--- src/rtl/gpr_pkg.sv ---
`default_nettype none
// +-------------------------------------------------------------------------+
// | Module : gpr_pkg                                                        |
// | Shared constants and write-winner helper for the multi-port GPR file.   |
// | Rev    : 1.0  initial release                                           |
// +-------------------------------------------------------------------------+
package gpr_pkg;

   localparam int ZERO_REG   = 0;
   localparam int GPR_DATA_W = 32;
   localparam int GPR_ADDR_W = 5;

   // Write-port count the helper can arbitrate; NWR must not exceed it.
   localparam int MAX_WR     = 16;
   localparam int WR_IDX_W   = 4;

   // Highest set bit of the per-port match vector wins; -1 when nothing matches.
   function automatic int wr_winner(input logic [MAX_WR-1:0] match);
      int win;
      win = -1;
      for (int p = 0; p < MAX_WR; p++) begin
         if (match[p]) win = p;
      end
      return win;
   endfunction

endpackage
`default_nettype wire

--- src/rtl/gpr_scoreboard.sv ---
`default_nettype none
// +-------------------------------------------------------------------------+
// | Module : gpr_scoreboard                                                 |
// | Per-register outstanding-write counters, issue back-pressure, source    |
// | stalls and writeback-without-issue error pulse.                         |
// | Rev    : 1.0  initial release                                           |
// +-------------------------------------------------------------------------+
module gpr_scoreboard
   import gpr_pkg::*;
#(
   parameter int ADDR_W = GPR_ADDR_W,
   parameter int NRD    = 2,
   parameter int NWR    = 2,
   parameter int CNT_W  = 2
)(
   input  logic                  clk,
   input  logic                  reset,
   input  logic [NRD-1:0]        rd_en,
   input  logic [NRD*ADDR_W-1:0] rd_addr,
   input  logic [NWR-1:0]        wr_en,
   input  logic [NWR*ADDR_W-1:0] wr_addr,
   input  logic                  iss_valid,
   input  logic [ADDR_W-1:0]     iss_addr,
   output logic                  iss_ready,
   output logic [NRD-1:0]        rd_stall,
   output logic                  sb_err
);

   localparam int               c_depth   = 2**ADDR_W;
   localparam logic [CNT_W-1:0] c_cnt_max = '1;

   logic [CNT_W-1:0] r_cnt     [c_depth];
   logic [CNT_W-1:0] w_cnt_nxt [c_depth];
   logic [c_depth-1:0] w_wr_hit;
   logic               w_err_nxt;
   logic               r_sb_err;

   always_comb begin : p_cnt_next
      logic [MAX_WR-1:0] v_match;
      logic              v_inc;
      logic              v_dec;
      v_match   = '0;
      v_inc     = 1'b0;
      v_dec     = 1'b0;
      w_wr_hit  = '0;
      w_err_nxt = 1'b0;
      for (int a = 0; a < c_depth; a++) w_cnt_nxt[a] = r_cnt[a];
      for (int a = 1; a < c_depth; a++) begin
         v_match = '0;
         for (int p = 0; p < NWR; p++)
            v_match[p] = wr_en[p] && (wr_addr[p*ADDR_W +: ADDR_W] == ADDR_W'(a));
         // Several ports hitting one register retire a single outstanding write.
         w_wr_hit[a] = reset && (wr_winner(v_match) >= 0);
         v_inc = iss_valid && (iss_addr == ADDR_W'(a)) && (r_cnt[a] != c_cnt_max);
         v_dec = w_wr_hit[a] && (r_cnt[a] != '0);
         if (v_inc && !v_dec)
            w_cnt_nxt[a] = r_cnt[a] + 1'b1;
         else if (v_dec && !v_inc)
            w_cnt_nxt[a] = r_cnt[a] - 1'b1;
         if (w_wr_hit[a] && (r_cnt[a] == '0)) w_err_nxt = 1'b1;
      end
   end

   always_ff @(posedge clk) begin
      if (!reset) begin
         for (int a = 0; a < c_depth; a++) r_cnt[a] <= '0;
         r_sb_err <= 1'b0;
      end else begin
         for (int a = 0; a < c_depth; a++) r_cnt[a] <= w_cnt_nxt[a];
         r_sb_err <= w_err_nxt;
      end
   end

   assign sb_err    = r_sb_err;
   assign iss_ready = (iss_addr == ADDR_W'(ZERO_REG)) || (r_cnt[iss_addr] != c_cnt_max);

   for (genvar i = 0; i < NRD; i++) begin : g_stall
      logic [ADDR_W-1:0] w_ra;
      logic [CNT_W-1:0]  w_c;
      assign w_ra = rd_addr[i*ADDR_W +: ADDR_W];
      assign w_c  = r_cnt[w_ra];
      // A count of one being written this cycle is served by the bypass path.
      assign rd_stall[i] = rd_en[i] && (w_ra != ADDR_W'(ZERO_REG)) &&
                           ((w_c > CNT_W'(1)) || ((w_c == CNT_W'(1)) && !w_wr_hit[w_ra]));
   end

endmodule
`default_nettype wire

--- src/rtl/gpr_file_mp.sv ---
`default_nettype none
// +-------------------------------------------------------------------------+
// | Module : gpr_file_mp                                                    |
// | NRD-read / NWR-write register file, write-through bypass, optional      |
// | outstanding-write scoreboard enabled by GPR_SCOREBOARD_EN.              |
// | Rev    : 1.0  initial release                                           |
// +-------------------------------------------------------------------------+
module gpr_file_mp
   import gpr_pkg::*;
#(
   parameter int DATA_W = GPR_DATA_W,
   parameter int ADDR_W = GPR_ADDR_W,
   parameter int NRD    = 2,
   parameter int NWR    = 2,
   parameter int CNT_W  = 2
)(
   input  logic                  clk,
   input  logic                  reset,
   input  logic [NRD-1:0]        rd_en,
   input  logic [NRD*ADDR_W-1:0] rd_addr,
   output logic [NRD*DATA_W-1:0] rd_data,
   output logic [NRD-1:0]        rd_stall,
   input  logic [NWR-1:0]        wr_en,
   input  logic [NWR*ADDR_W-1:0] wr_addr,
   input  logic [NWR*DATA_W-1:0] wr_data,
   input  logic                  iss_valid,
   input  logic [ADDR_W-1:0]     iss_addr,
   output logic                  iss_ready,
   output logic                  sb_err
);

   localparam int c_depth = 2**ADDR_W;

   logic [DATA_W-1:0]                  r_mem [c_depth];
   logic [c_depth-1:0]                 w_wr_hit;
   logic [c_depth-1:0][WR_IDX_W-1:0]   w_wr_idx;

   // Entry 0 is never selected, so it keeps its reset value of zero.
   always_comb begin : p_wr_sel
      logic [MAX_WR-1:0] v_match;
      int                v_win;
      v_match  = '0;
      v_win    = -1;
      w_wr_hit = '0;
      w_wr_idx = '0;
      for (int a = 1; a < c_depth; a++) begin
         v_match = '0;
         for (int p = 0; p < NWR; p++)
            v_match[p] = wr_en[p] && (wr_addr[p*ADDR_W +: ADDR_W] == ADDR_W'(a));
         v_win       = wr_winner(v_match);
         w_wr_hit[a] = reset && (v_win >= 0);
         w_wr_idx[a] = WR_IDX_W'(v_win);
      end
   end

   always_ff @(posedge clk) begin
      if (!reset) begin
         for (int a = 0; a < c_depth; a++) r_mem[a] <= '0;
      end else begin
         for (int a = 0; a < c_depth; a++)
            if (w_wr_hit[a]) r_mem[a] <= wr_data[w_wr_idx[a]*DATA_W +: DATA_W];
      end
   end

   for (genvar i = 0; i < NRD; i++) begin : g_rd
      logic [ADDR_W-1:0] w_ra;
      assign w_ra = rd_addr[i*ADDR_W +: ADDR_W];
      assign rd_data[i*DATA_W +: DATA_W] =
         (w_ra == ADDR_W'(ZERO_REG)) ? '0 :
         w_wr_hit[w_ra]              ? wr_data[w_wr_idx[w_ra]*DATA_W +: DATA_W] :
                                       r_mem[w_ra];
   end

`ifdef GPR_SCOREBOARD_EN
   gpr_scoreboard #(
      .ADDR_W (ADDR_W),
      .NRD    (NRD),
      .NWR    (NWR),
      .CNT_W  (CNT_W)
   ) u_scoreboard (
      .clk       (clk),
      .reset     (reset),
      .rd_en     (rd_en),
      .rd_addr   (rd_addr),
      .wr_en     (wr_en),
      .wr_addr   (wr_addr),
      .iss_valid (iss_valid),
      .iss_addr  (iss_addr),
      .iss_ready (iss_ready),
      .rd_stall  (rd_stall),
      .sb_err    (sb_err)
   );
`else
   localparam int c_unused_cnt_w = CNT_W;
   logic w_unused_sb;
   assign w_unused_sb = ^{rd_en, iss_valid, iss_addr};
   assign rd_stall    = '0;
   assign iss_ready   = 1'b1;
   assign sb_err      = 1'b0;
`endif

endmodule
`default_nettype wire

--- config.mk ---
export PLATFORM = sky130hd
export DESIGN_NAME = gpr_file_mp
export DESIGN_NICKNAME = d
export VERILOG_FILES = /design/src/rtl/gpr_pkg.sv /design/src/rtl/gpr_scoreboard.sv /design/src/rtl/gpr_file_mp.sv
export SDC_FILE = /design/constraint.sdc
export NUM_CORES = 2
export LEC_CHECK = 0
export ABC_AREA = 1
export BUFFER_PORTS_ARGS = -buffer_cell sky130_fd_sc_hd__buf_2
export CELL_PAD_IN_SITES_DETAIL_PLACEMENT = 1
export CELL_PAD_IN_SITES_GLOBAL_PLACEMENT = 2
export CORE_MARGIN = 4
export CORE_UTILIZATION = 35
export CTS_CLUSTER_DIAMETER = 80
export CTS_CLUSTER_SIZE = 12
export DETAILED_ROUTE_END_ITERATION = 8
export HOLD_SLACK_MARGIN = 0.03
export PLACE_DENSITY_LB_ADDON = 0.1
export SLEW_MARGIN = 10
export SYNTH_ARGS = -nofsm -noshare
export SYNTH_HDL_FRONTEND = slang
export SYNTH_HIERARCHICAL = 1
export SYNTH_SLANG_ARGS = --single-unit
--- constraint.sdc ---
create_clock -name clk -period 5.5 [get_ports clk]
set_clock_uncertainty 0.1 [all_clocks]
set_input_delay 0 -clock clk [delete_from_list [all_inputs] [get_ports clk]]
set_output_delay 0 -clock clk [all_outputs]
set_load 0.05 [all_outputs]
==> results.cfg <==
[synth]
synth-edff-count = 992
yosysSeqAreaShare_pct = 45.68
synth-adder-area-share_pct = 0
synth-simple-area-share_pct = 17.86
syn_area_per_cell_sq_um = 7.717
ys.flop_type = edfxtp_1
syn_area_sq_um = 65220
async_flop_share_pct = 0
yosys_warnings = 6
synth_top_family_by_area = compound AO/OA/AOI/OAI gates
postSynthCellCount = 8451
synthMuxAreaShare_pct = 0
synth-compound-area-share_pct = 24.04
ys_ff_latch = 992
synth-xor-area-share_pct = 0
synth.distinct_cells = 36

[worst_hold_path]
min_path_type = in2reg

[pwr]
vdd_drop_max_mv = 0.2384
cellPowerDensity_nw_per_um2 = 281.3
finalPower_uw = 20400
p_leak_uw = 0.02359

[global_route]
grt_start_max_net_pins = 180
antenna_found_initial = 23
grt_pass1_wl_um = 561500
grt_overflow = 0
grt_usage_pct = 41.45
grt_pass1_vias = 69410

[clock_network]
htree_levels = 3
cts_root_buf = clkbuf_16
cts_tree = built
cts.sinks = 992
post_cts_resized = 0
cts_made_buffers = 103
cts_buffer_depth = 3
clk_pin_slew_worst_paths_ps = 70

[critical_path]
cp.required_ps = 5400
crit_end = rd_data[32]
critical_path_class = in2out
critPathMaxFanout = 35
critPathLaunch = wr_addr[9]
start_kind = input pin
critical_path_arrival_ps = 4650
crit_path_end_kind = output pin

[floorplan]
dieArea_sq_um = 193300
start_util_pct = 35.17
die_h_um = 439.7
placementRows = 158
ios = 164
core_sq_um = 185400
die_w_um = 439.7

[layout]
top_register = r_mem
drive_gt1_share_pct = 7.925
reg.largest.list = r_mem (992)
fillers = 22240
final_area_sq_um = 72540
multi_input_area_sq_um = 27670
seqCellArea_sq_um = 29790
largest_reg_flops = 992
syn_to_final_growth_pct = 11.23
final_nets = 8274

[place]
dp.final_hpwl_um = 236100
placed_cell_area_sq_um = 68400
place.gp.congestion = 0.9422
portBuffers = 151

[sta]
clock.fmax_mhz = 210.3
hold_viol_final = 0
setup_viol_count_final = 0
slew_viol_final = 0
setup_tns_ps = 0
tightest_slew_ps = 1244
timing.final.crit_share_pct = 86.44
slew_headroom_pct = 16.57
period_needed_ps = 4754
rsz0062_at_grt = no

[routing]
vias_per_cell = 6.705
drc = 0
drtIter0Drc = 10430
vias = 71930
dr.pass1.iters = 6
wire_per_inst_um = 38.73
drtAntennaViolNets = 0
drt-total-wl_um = 415500

[run_status]
status = completed

[flow_run]
maxCapViolations = 0
## cell usage after synthesis, types with 4 or more instances
cell	n	share of area (%)
buf_4	6	0.069
o221a_2	7	0.12
a21oi_1	456	3.5
edfxtp_1	992	46
inv_2	6	0.035
clkinv_1	5	0.029
o221ai_1	516	6.9
nand2_2	12	0.12
buf_6	4	0.069
nor2_1	1159	6.7
buf_2	82	0.63
clkbuf_1	745	4.3
o21ai_0	459	3.5
nand3_1	548	4.2
nand2_1	1141	6.6
o211ai_1	42	0.48
a211oi_1	36	0.41
nand4_1	6	0.058
o22ai_1	931	8.9
buf_1	77	0.44
inv_1	1190	6.8
## report_power, final
| part | switching [uW] | internal [uW] | total, uW |
|---|---|---|---|
| clock network | 3450 | 3680 | 7130 |
| registers | 264 | 8780 | 9050 |
| logic | 3330 | 894 | 4220 |
| total | 7040 | 13400 | 20400 |
## placed cells by master (no fill, tap or decap), types with 4 or more instances in the layout
cell type | Yosys | routed
o221a_2 | 7 | 7
inv_1 | 1190 | 1164
dlygate4sd3_1 | 0 | 105
diode_2 | 0 | 21
clkbuf_1 | 745 | 13
nand2_2 | 12 | 18
a21oi_1 | 456 | 456
inv_2 | 6 | 10
buf_12 | 0 | 32
conb_1 | 2 | 4
clkinv_1 | 5 | 31
o221ai_1 | 516 | 516
nand4_1 | 6 | 6
bufinv_16 | 0 | 4
nand3_2 | 3 | 9
o21ai_0 | 459 | 459
nand3_4 | 2 | 14
nor2_4 | 3 | 7
nand2_1 | 1141 | 1124
nand2_4 | 0 | 10
buf_2 | 82 | 142
edfxtp_1 | 992 | 992
nor2_1 | 1159 | 1152
nand3_1 | 548 | 530
inv_6 | 0 | 6
clkinvlp_4 | 0 | 9
buf_4 | 6 | 250
a211oi_1 | 36 | 36
nor2_2 | 3 | 6
clkbuf_16 | 0 | 107
clkinv_2 | 0 | 4
o22ai_1 | 931 | 931
o211ai_1 | 42 | 42
## stage by stage
step / setup slack [ps] / util (%) / instances / hold slack (ps)
finish: 745.6 / 39.12 / 10730 / 90.56
global placement: 1309 / 36.89 / 10450 / 281.3
global route: 569.4 / 39.10 / 10720 / 78.91
floorplan: 2935 / - / 8453 / 147.5
CTS: 976.7 / 39.09 / 10710 / 58.31
detailed placement: 1313 / 36.89 / 10450 / 287.3
## worst min path at each step
| stage | startpoint | to | slack [ps] | cells after the start |
|---|---|---|---|---|
| 4_1_cts | wr_data[10] | r_mem[8][10]$_SDFFCE_PN0P_ | 60 | 4 |
| 6_report | wr_data[7] | r_mem[21][7]$_SDFFCE_PN0P_ | 90 | 4 |
| 2_1_floorplan | wr_data[0] | r_mem[21][0]$_SDFFCE_PN0P_ | 150 | 2 |
| 5_1_grt | wr_data[7] | r_mem[21][7]$_SDFFCE_PN0P_ | 80 | 4 |
| 3_3_place_gp | wr_data[20] | r_mem[8][20]$_SDFFCE_PN0P_ | 280 | 3 |
| 3_5_place_dp | wr_data[20] | r_mem[8][20]$_SDFFCE_PN0P_ | 290 | 3 |
## layout make-up
cell class	count	area share (%)
flip-flops and latches	992	41.06
multi-input cells	5346	38.14
inverters	1201	6.268
repair buffers	534	5.995
well taps	2480	4.277
clock buffers	120	3.758
clock inverters	34	0.4295
diodes	21	0.07244
## layer usage
layer  vias to the layer above  global-route usage (%)  share of wire (%)
li1                      29030                       -                  -
met1                     36440                   52.77                 38
met2                      5131                   60.54                 42
met3                      1320                   10.68                 11
met4                        10                   30.45                8.7
met5                         -                  0.5796              0.036
## timing repair
| action | 4_1_cts | 5_1_grt |
|---|---|---|
| setup endpoints to repair | 0 | 0 |
| endpoints found under the hold margin | 553 | 0 |
| hold buffers | 105 | 0 |
| setup buffers | 0 | 0 |
## worst max-delay path, cell delays in order
cell,delay [ps]
dlygate4sd3_1,530
buf_2,140
nand2_1,150
inv_2,200
nand2_1,130
buf_4,550
nand2_1,120
buf_4,370
nor2_1,170
nor2_1,60
nand2_1,50
nand3_1,100
nand3_1,160
nand2_1,250
buf_4,380
nand2_1,120
nand3_1,70
a21oi_1,610
buf_2,390
## cells by family (layout without fill, tap and decap cells)
family | count (synthesis) | count (layout)
and+or+nand+nor | 2884 | 2884
AOI/OAI and AO/OA | 2458 | 2458
buffers and inverters | 2115 | 1889
DFF | 992 | 992
other | 2 | 25
No activity file was read; power rests on OpenSTA's default activity.
